<file path="config.mk">
export PLATFORM = sky130hd
export DESIGN_NAME = read_port_arbiter
export DESIGN_NICKNAME = d
export VERILOG_FILES = /design/src/rtl/read_arb_pkg.sv /design/src/rtl/read_port_arbiter_tag_fifo.sv /design/src/rtl/read_port_arbiter.sv
export SDC_FILE = /design/constraint.sdc
export NUM_CORES = 1
export LEC_CHECK = 0
export CAP_MARGIN = 20
export CORE_AREA = 2 2 493 495
export CTS_BUF_LIST = sky130_fd_sc_hd__clkbuf_4 sky130_fd_sc_hd__clkbuf_8
export DETAILED_ROUTE_END_ITERATION = 12
export DIE_AREA = 0 0 495 497
export RECOVER_POWER = 50
export SKIP_CTS_REPAIR_TIMING = 1
export SLEW_MARGIN = 20
export SYNTH_ARGS = -nofsm -noshare
export SYNTH_HDL_FRONTEND = slang
export SYNTH_HIERARCHICAL = 1
export SYNTH_SLANG_ARGS = --single-unit
export TNS_END_PERCENT = 30
</file>
<file path="constraint.sdc">
create_clock -name clk -period 8.2 [get_ports clk]
set_input_delay 1.64 -clock clk [delete_from_list [all_inputs] [get_ports clk]]
set_output_delay 1.64 -clock clk [all_outputs]
set_load 0.01 [all_outputs]
</file>
<file path="src/rtl/read_arb_pkg.sv">
// Shared definitions for the AXI4 read-port arbiter: requester ids and limits.
package read_arb_pkg;

  localparam int unsigned C_MAX_REQ = 4;

  typedef logic [1:0] req_id_t;

  localparam req_id_t REQ_NFA   = 2'd0;
  localparam req_id_t REQ_QUERY = 2'd1;

endpackage

</file>
<file path="src/rtl/read_port_arbiter_tag_fifo.sv">
// In-order FIFO of granted requester ids; the head selects where R beats go.
module tag_fifo
  import read_arb_pkg::*;
#(
  parameter int unsigned DEPTH = 8
) (
  input  logic                     clk,
  input  logic                     areset,
  input  logic                     push,
  input  req_id_t                  push_id,
  input  logic                     pop,
  output req_id_t                  head_id,
  output logic                     full,
  output logic                     empty,
  output logic [$clog2(DEPTH):0]   count
);

  localparam int unsigned PW = (DEPTH > 1) ? $clog2(DEPTH) : 1;
  localparam int unsigned CW = $clog2(DEPTH) + 1;
  localparam logic [CW-1:0] DEPTH_C = CW'(DEPTH);

  logic [PW-1:0] wr_ptr;
  logic [PW-1:0] rd_ptr;
  req_id_t       mem [DEPTH];
  logic          do_push;
  logic          do_pop;

  assign full    = (count == DEPTH_C);
  assign empty   = (count == '0);
  assign do_push = push && !full;
  assign do_pop  = pop && !empty;
  assign head_id = mem[rd_ptr];

  always_ff @(posedge clk or posedge areset) begin
    if (areset) begin
      wr_ptr <= '0;
      rd_ptr <= '0;
      count  <= '0;
    end else begin
      if (do_push) wr_ptr <= wr_ptr + 1'b1;
      if (do_pop)  rd_ptr <= rd_ptr + 1'b1;
      case ({do_push, do_pop})
        2'b10:   count <= count + 1'b1;
        2'b01:   count <= count - 1'b1;
        default: count <= count;
      endcase
    end
  end

  always_ff @(posedge clk) begin
    if (do_push) mem[wr_ptr] <= push_id;
  end

endmodule

</file>
<file path="src/rtl/read_port_arbiter.sv">
// Round-robin sharing of one AXI4 read master port among C_NUM_REQ requesters.
// Optional READ_ARB_PERF_CNT_EN adds per-requester R-beat counters (perf_beats/perf_clr).
module read_port_arbiter
  import read_arb_pkg::*;
#(
  parameter int unsigned C_NUM_REQ          = 2,
  parameter int unsigned C_M_AXI_ADDR_WIDTH = 64,
  parameter int unsigned C_M_AXI_DATA_WIDTH = 512,
  parameter int unsigned C_MAX_OUTSTANDING  = 8
) (
  input  logic                                    clk,
  input  logic                                    areset,
  input  logic [C_NUM_REQ-1:0]                    s_arvalid,
  output logic [C_NUM_REQ-1:0]                    s_arready,
  input  logic [C_NUM_REQ*C_M_AXI_ADDR_WIDTH-1:0] s_araddr,
  input  logic [C_NUM_REQ*8-1:0]                  s_arlen,
  output logic [C_NUM_REQ-1:0]                    s_rvalid,
  input  logic [C_NUM_REQ-1:0]                    s_rready,
  output logic [C_M_AXI_DATA_WIDTH-1:0]           s_rdata,
  output logic                                    s_rlast,
  output logic                                    m_axi_arvalid,
  input  logic                                    m_axi_arready,
  output logic [C_M_AXI_ADDR_WIDTH-1:0]           m_axi_araddr,
  output logic [7:0]                              m_axi_arlen,
  input  logic                                    m_axi_rvalid,
  output logic                                    m_axi_rready,
  input  logic [C_M_AXI_DATA_WIDTH-1:0]           m_axi_rdata,
  input  logic                                    m_axi_rlast,
  output logic [$clog2(C_MAX_OUTSTANDING):0]      outstanding,
  output logic                                    err_unexpected_r
`ifdef READ_ARB_PERF_CNT_EN
  ,
  input  logic                                    perf_clr,
  output logic [C_NUM_REQ*32-1:0]                 perf_beats
`endif
);

  localparam int unsigned AW = C_M_AXI_ADDR_WIDTH;

  req_id_t         rr_ptr;
  req_id_t         grant;
  req_id_t         rr_next;
  req_id_t         head_id;
  logic            grant_found;
  logic            acc;
  logic            fifo_full;
  logic            fifo_empty;
  logic            head_rready;
  logic            r_pop;
  logic [AW-1:0]   sel_addr;
  logic [7:0]      sel_len;

  // Two passes: first valid at or above rr_ptr, otherwise wrap to the lowest valid.
  always_comb begin
    grant_found = 1'b0;
    grant       = '0;
    for (int unsigned i = 0; i < C_NUM_REQ; i++) begin
      if (!grant_found && s_arvalid[i] && (req_id_t'(i) >= rr_ptr)) begin
        grant_found = 1'b1;
        grant       = req_id_t'(i);
      end
    end
    for (int unsigned i = 0; i < C_NUM_REQ; i++) begin
      if (!grant_found && s_arvalid[i]) begin
        grant_found = 1'b1;
        grant       = req_id_t'(i);
      end
    end
  end

  assign rr_next = (grant == req_id_t'(C_NUM_REQ - 1)) ? '0 : grant + 1'b1;
  assign acc     = grant_found && (!m_axi_arvalid || m_axi_arready) && !fifo_full;

  always_comb begin
    sel_addr    = '0;
    sel_len     = '0;
    head_rready = 1'b0;
    s_arready   = '0;
    s_rvalid    = '0;
    for (int unsigned i = 0; i < C_NUM_REQ; i++) begin
      if (grant == req_id_t'(i)) begin
        sel_addr = s_araddr[i*AW +: AW];
        sel_len  = s_arlen[i*8 +: 8];
      end
      if (head_id == req_id_t'(i)) head_rready = s_rready[i];
      s_arready[i] = acc && (grant == req_id_t'(i));
      s_rvalid[i]  = m_axi_rvalid && !fifo_empty && (head_id == req_id_t'(i));
    end
  end

  assign m_axi_rready = !fifo_empty && head_rready;
  assign r_pop        = m_axi_rvalid && m_axi_rready && m_axi_rlast;
  assign s_rdata      = m_axi_rdata;
  assign s_rlast      = m_axi_rlast;

  // The AR register reloads on the handshake cycle itself, allowing one AR per cycle.
  always_ff @(posedge clk or posedge areset) begin
    if (areset) begin
      m_axi_arvalid    <= 1'b0;
      m_axi_araddr     <= '0;
      m_axi_arlen      <= '0;
      rr_ptr           <= '0;
      err_unexpected_r <= 1'b0;
    end else begin
      if (acc) begin
        m_axi_arvalid <= 1'b1;
        m_axi_araddr  <= sel_addr;
        m_axi_arlen   <= sel_len;
        rr_ptr        <= rr_next;
      end else if (m_axi_arready) begin
        m_axi_arvalid <= 1'b0;
      end
      if (m_axi_rvalid && fifo_empty) err_unexpected_r <= 1'b1;
    end
  end

  tag_fifo #(
    .DEPTH (C_MAX_OUTSTANDING)
  ) u_tag_fifo (
    .clk     (clk),
    .areset  (areset),
    .push    (acc),
    .push_id (grant),
    .pop     (r_pop),
    .head_id (head_id),
    .full    (fifo_full),
    .empty   (fifo_empty),
    .count   (outstanding)
  );

`ifdef READ_ARB_PERF_CNT_EN
  always_ff @(posedge clk or posedge areset) begin
    if (areset) begin
      perf_beats <= '0;
    end else if (perf_clr) begin
      perf_beats <= '0;
    end else begin
      for (int unsigned i = 0; i < C_NUM_REQ; i++) begin
        if (s_rvalid[i] && s_rready[i]) perf_beats[i*32 +: 32] <= perf_beats[i*32 +: 32] + 32'd1;
      end
    end
  end
`endif

endmodule

</file>
==> impl_results.md <==
- Outcome: complete, but fails checks
- Failing checks: max-capacitance violations, max-slew violations
- GRT overflow: 0
- Worst Path Buf+Inv: 2
- Die area: 0.2460 mm2
- Max-slew violations: 153
- Inserted Clock Buffers: 9
- R2r worst-path depth: 6
- Startpoint type of the worst setup path: input pin
- CTS tree: yes
- Reg2Reg Setup Slack: 3060 ps
- Clock transition at the registers of the reported paths: 120 ps
- WP data arrival: 4700 ps
- Hold Path Depth: 1
- Leakage: 2.783 nW
- Worst-Margin Slew: 4368 ps
- Finished layout cell area: 0.01171 mm2
- Die Wd: 495 um
- Setup_tns: 0 ps
- DR iter-0 viols: 763
- Max VDD drop: 0.08264 mV
- Hold path startpoint: err_unexpected_r
- Post-layout util: 4.876%
- Ranking of synthesized cells by area: buf_4, dfrtp_1, o211ai_1, edfxtp_1, a31oi_1
- Yosys cell types: 44
- Critical Path Sink Type: output port
- Clk_lat worst skew: 500 ps
- Vias in the first global route: 6823
- Fmax: 157.8 MHz
- Drt wl/cell: 45.68 um
- Routed via count: 7448
- Antenna violations before repair: 97
- HPWL reported at the end of detailed placement: 168.8 mm
- Layout cells sized above 1: 6.334%
- Crit path top cell by count: clkdlybuf4s50_1
- Unrepaired setup endpoints after global routing: no
- Total GRT Usage: 14.16%
- Worst hold path class: flop to flop
- Number of primary I/O pins: 1261
- Mapped cell area: 0.009188 mm2
- Synthesized flop and latch total: 101
- Core area: 0.2401 mm2
- Synthesis-to-finish area growth: 27.43%
- Filler instances: 28500
- Ys Warns: 6
- Setup Crit Path Kind: input pin to output port
- Skew final: 26.93 ps
- Max FO, Critical Path: 45
- Worst Setup SP: m_axi_arready
- Die height: 497 um
- Synth area leader: buf_4
- First-pass GRT wire length: 198.2 mm
- Power per Cell Area: 197.5 mW/mm2
- Crit path max-delay cell type: nand2b_1
- Hold Path End: err_unexpected_r
- Final setup fails: 0
- ANT nets after route: 0
- Mean area per synthesized cell: 8.733 um2
- # rows: 180
- Initial DRT Pass Iterations: 7
- Critical path, cell by cell: clkdlybuf4s50_1 > nand2b_1 > and2_4 > nor2b_1 > clkdlybuf4s50_1
- Total wire length: 180.2 mm
- Mapped Cells: 1052
- Maximum clock path buffer count: 2
- Largest stage delay, worst path: 1040 ps
- Final hold violation count: 0
- DR DRC count: 0
- Area of placed instances: 0.01151 mm2
- Data required time of the worst path: 6560 ps
- Initial core utilization: 3.827%
- Slew headroom: -191.2%
- Final Cycle Share: 77.30%
- Clock Root Buffer: clkbuf_8
- CP delay by family, top: simple AND/OR/NAND/NOR gates
- Max_cap viols: 3
- RR Endpoint: m_axi_araddr[5]
- Largest net degree at the start of global routing: 75
- Routability-driven placement congestion ratio: 0.7537
- Final min period: 6339 ps
- Post-synthesis sequential area ratio: 28.38%
- CTS H-tree lvls: 3
- Vias per std cell: 1.888
- Reg2Reg Launch Point: u_tag_fifo/count[3]
- Min Hold Slack: 473.0 ps
- Clk sink count: 101
- Final net count: 1408
- # port buffers: 236
- Synth top area share: 42.00%
==> metal layers <==
layer / routed length, um / vias to the layer above / share of wire (%) / track usage, %
met4: 5156 / 74 / 2.9 / 3.487
met5: 919 / - / 0.51 / 1.566
li1: - / 2493 / - / -
met1: 27220 / 3109 / 15 / 6.095
met3: 62440 / 351 / 35 / 23.15
met2: 84470 / 1421 / 47 / 23.54
==> power breakdown <==
group | leakage (nW) | total (W) | switching (W) | internal (W)
sequential | 1.11 | 0.000816 | 0.000141 | 0.000675
clock | 0.0976 | 0.000393 | 0.000270 | 0.000123
combinational | 1.58 | 0.00110 | 0.000645 | 0.000458
==> worst max-delay path by stage <==
stage / depth (start not counted) / slack, ps / to
finish: 5 / 1860 / s_arready[0]
global route: 3 / 1680 / rr_ptr[0]
CTS: 5 / 2590 / s_arready[0]
detailed placement: 5 / 2600 / s_arready[0]
global placement: 5 / 2600 / s_arready[0]
floorplan: 6 / 4040 / s_arready[1]
==> cell usage after synthesis, drive strengths merged <==
cell type / instances
clkbuf: 51
mux2: 4
nor3b: 2
a2111o: 1
nor4bb: 1
nand4: 1
clkinv: 1
nand2b: 3
nand2: 8
o311ai: 1
buf: 527
nor4: 1
nor2: 8
nand3b: 2
inv: 10
mux2i: 2
nor3: 4
edfxtp: 16
o21ba: 1
dfrtp: 85
and2: 2
a21o: 1
conb: 1
mux4: 4
a31oi: 72
a21oi: 76
nand3: 3
nor2b: 2
nor4b: 1
or4b: 2
fa: 1
o41ai: 1
xor2: 1
ha: 5
o211ai: 73
xnor2: 5
o21ai: 73
==> state kept, by name, indices dropped and copies added, names as in the netlist <==
signal / count
m_axi_araddr: 64
m_axi_arvalid: 1
m_axi_arlen: 8
u_tag_fifo/wr_ptr: 3
rr_ptr: 1
u_tag_fifo/rd_ptr: 3
err_unexpected_r: 1
u_tag_fifo/mem: 16
u_tag_fifo/count: 4
==> through the flow <==
step	cells	setup slack (ps)	power (W)
floorplan	1059	4042	0.001538
global placement	3911	2604	0.001997
detailed placement	3911	2604	0.002017
CTS	3927	2585	0.002444
global route	3931	1679	0.002459
finish	3945	1861	0.002312
==> worst reg2reg max path: cells and delay by family, from the launching register on <==
kind / cells / cell delay, ps
AO/OA/AOI/OAI: 3 / 1200
buffers and inverters: 2 / 3100
flip-flops: 1 / 500
AND/OR/NAND/NOR: 1 / 270
==> cells in the final DEF, fill, tap and decap left out, types with 3 or more instances in the layout <==
| master | n |
|---|---|
| mux4_2 | 4 |
| inv_1 | 8 |
| o21ai_0 | 73 |
| buf_4 | 8 |
| nand3_1 | 3 |
| dlygate4sd3_1 | 61 |
| clkbuf_8 | 9 |
| a21oi_1 | 76 |
| xnor2_1 | 5 |
| dfrtp_1 | 84 |
| nand2_1 | 8 |
| conb_1 | 8 |
| nand2b_1 | 3 |
| edfxtp_1 | 16 |
| diode_2 | 18 |
| nor2_1 | 8 |
| clkdlybuf4s50_1 | 174 |
| nor3_1 | 4 |
| a31oi_1 | 62 |
| ha_1 | 5 |
| a31oi_2 | 10 |
| o211ai_1 | 73 |
==> area by class of cell <==
class                   instances  area (um2)  area share [%]
clock inverters                 6       63.81          0.5450
repair buffers                245        2420           20.67
clock buffers                  10       131.4           1.122
multi-input cells             369        2406           20.55
inverters                      11       45.04          0.3847
diodes                         18       45.04          0.3847
flip-flops and latches        101        2611           22.30
well taps                    3185        3985           34.04
==> logic make-up after synthesis <==
| kind of cell | Yosys count | synth area share [%] |
|---|---|---|
| buffers and inverters | 589 | 45.65 |
| AND/OR/NAND/NOR | 40 | 2.519 |
| flip-flops | 101 | 28.38 |
| XOR/XNOR | 6 | 0.5720 |
| AO/OA/AOI/OAI | 299 | 20.25 |
| multiplexers | 10 | 1.689 |
| adder cells (fa/ha/maj) | 6 | 0.8988 |
| other | 1 | 0.04082 |
Note: power is estimated with default switching activity, not from simulation.
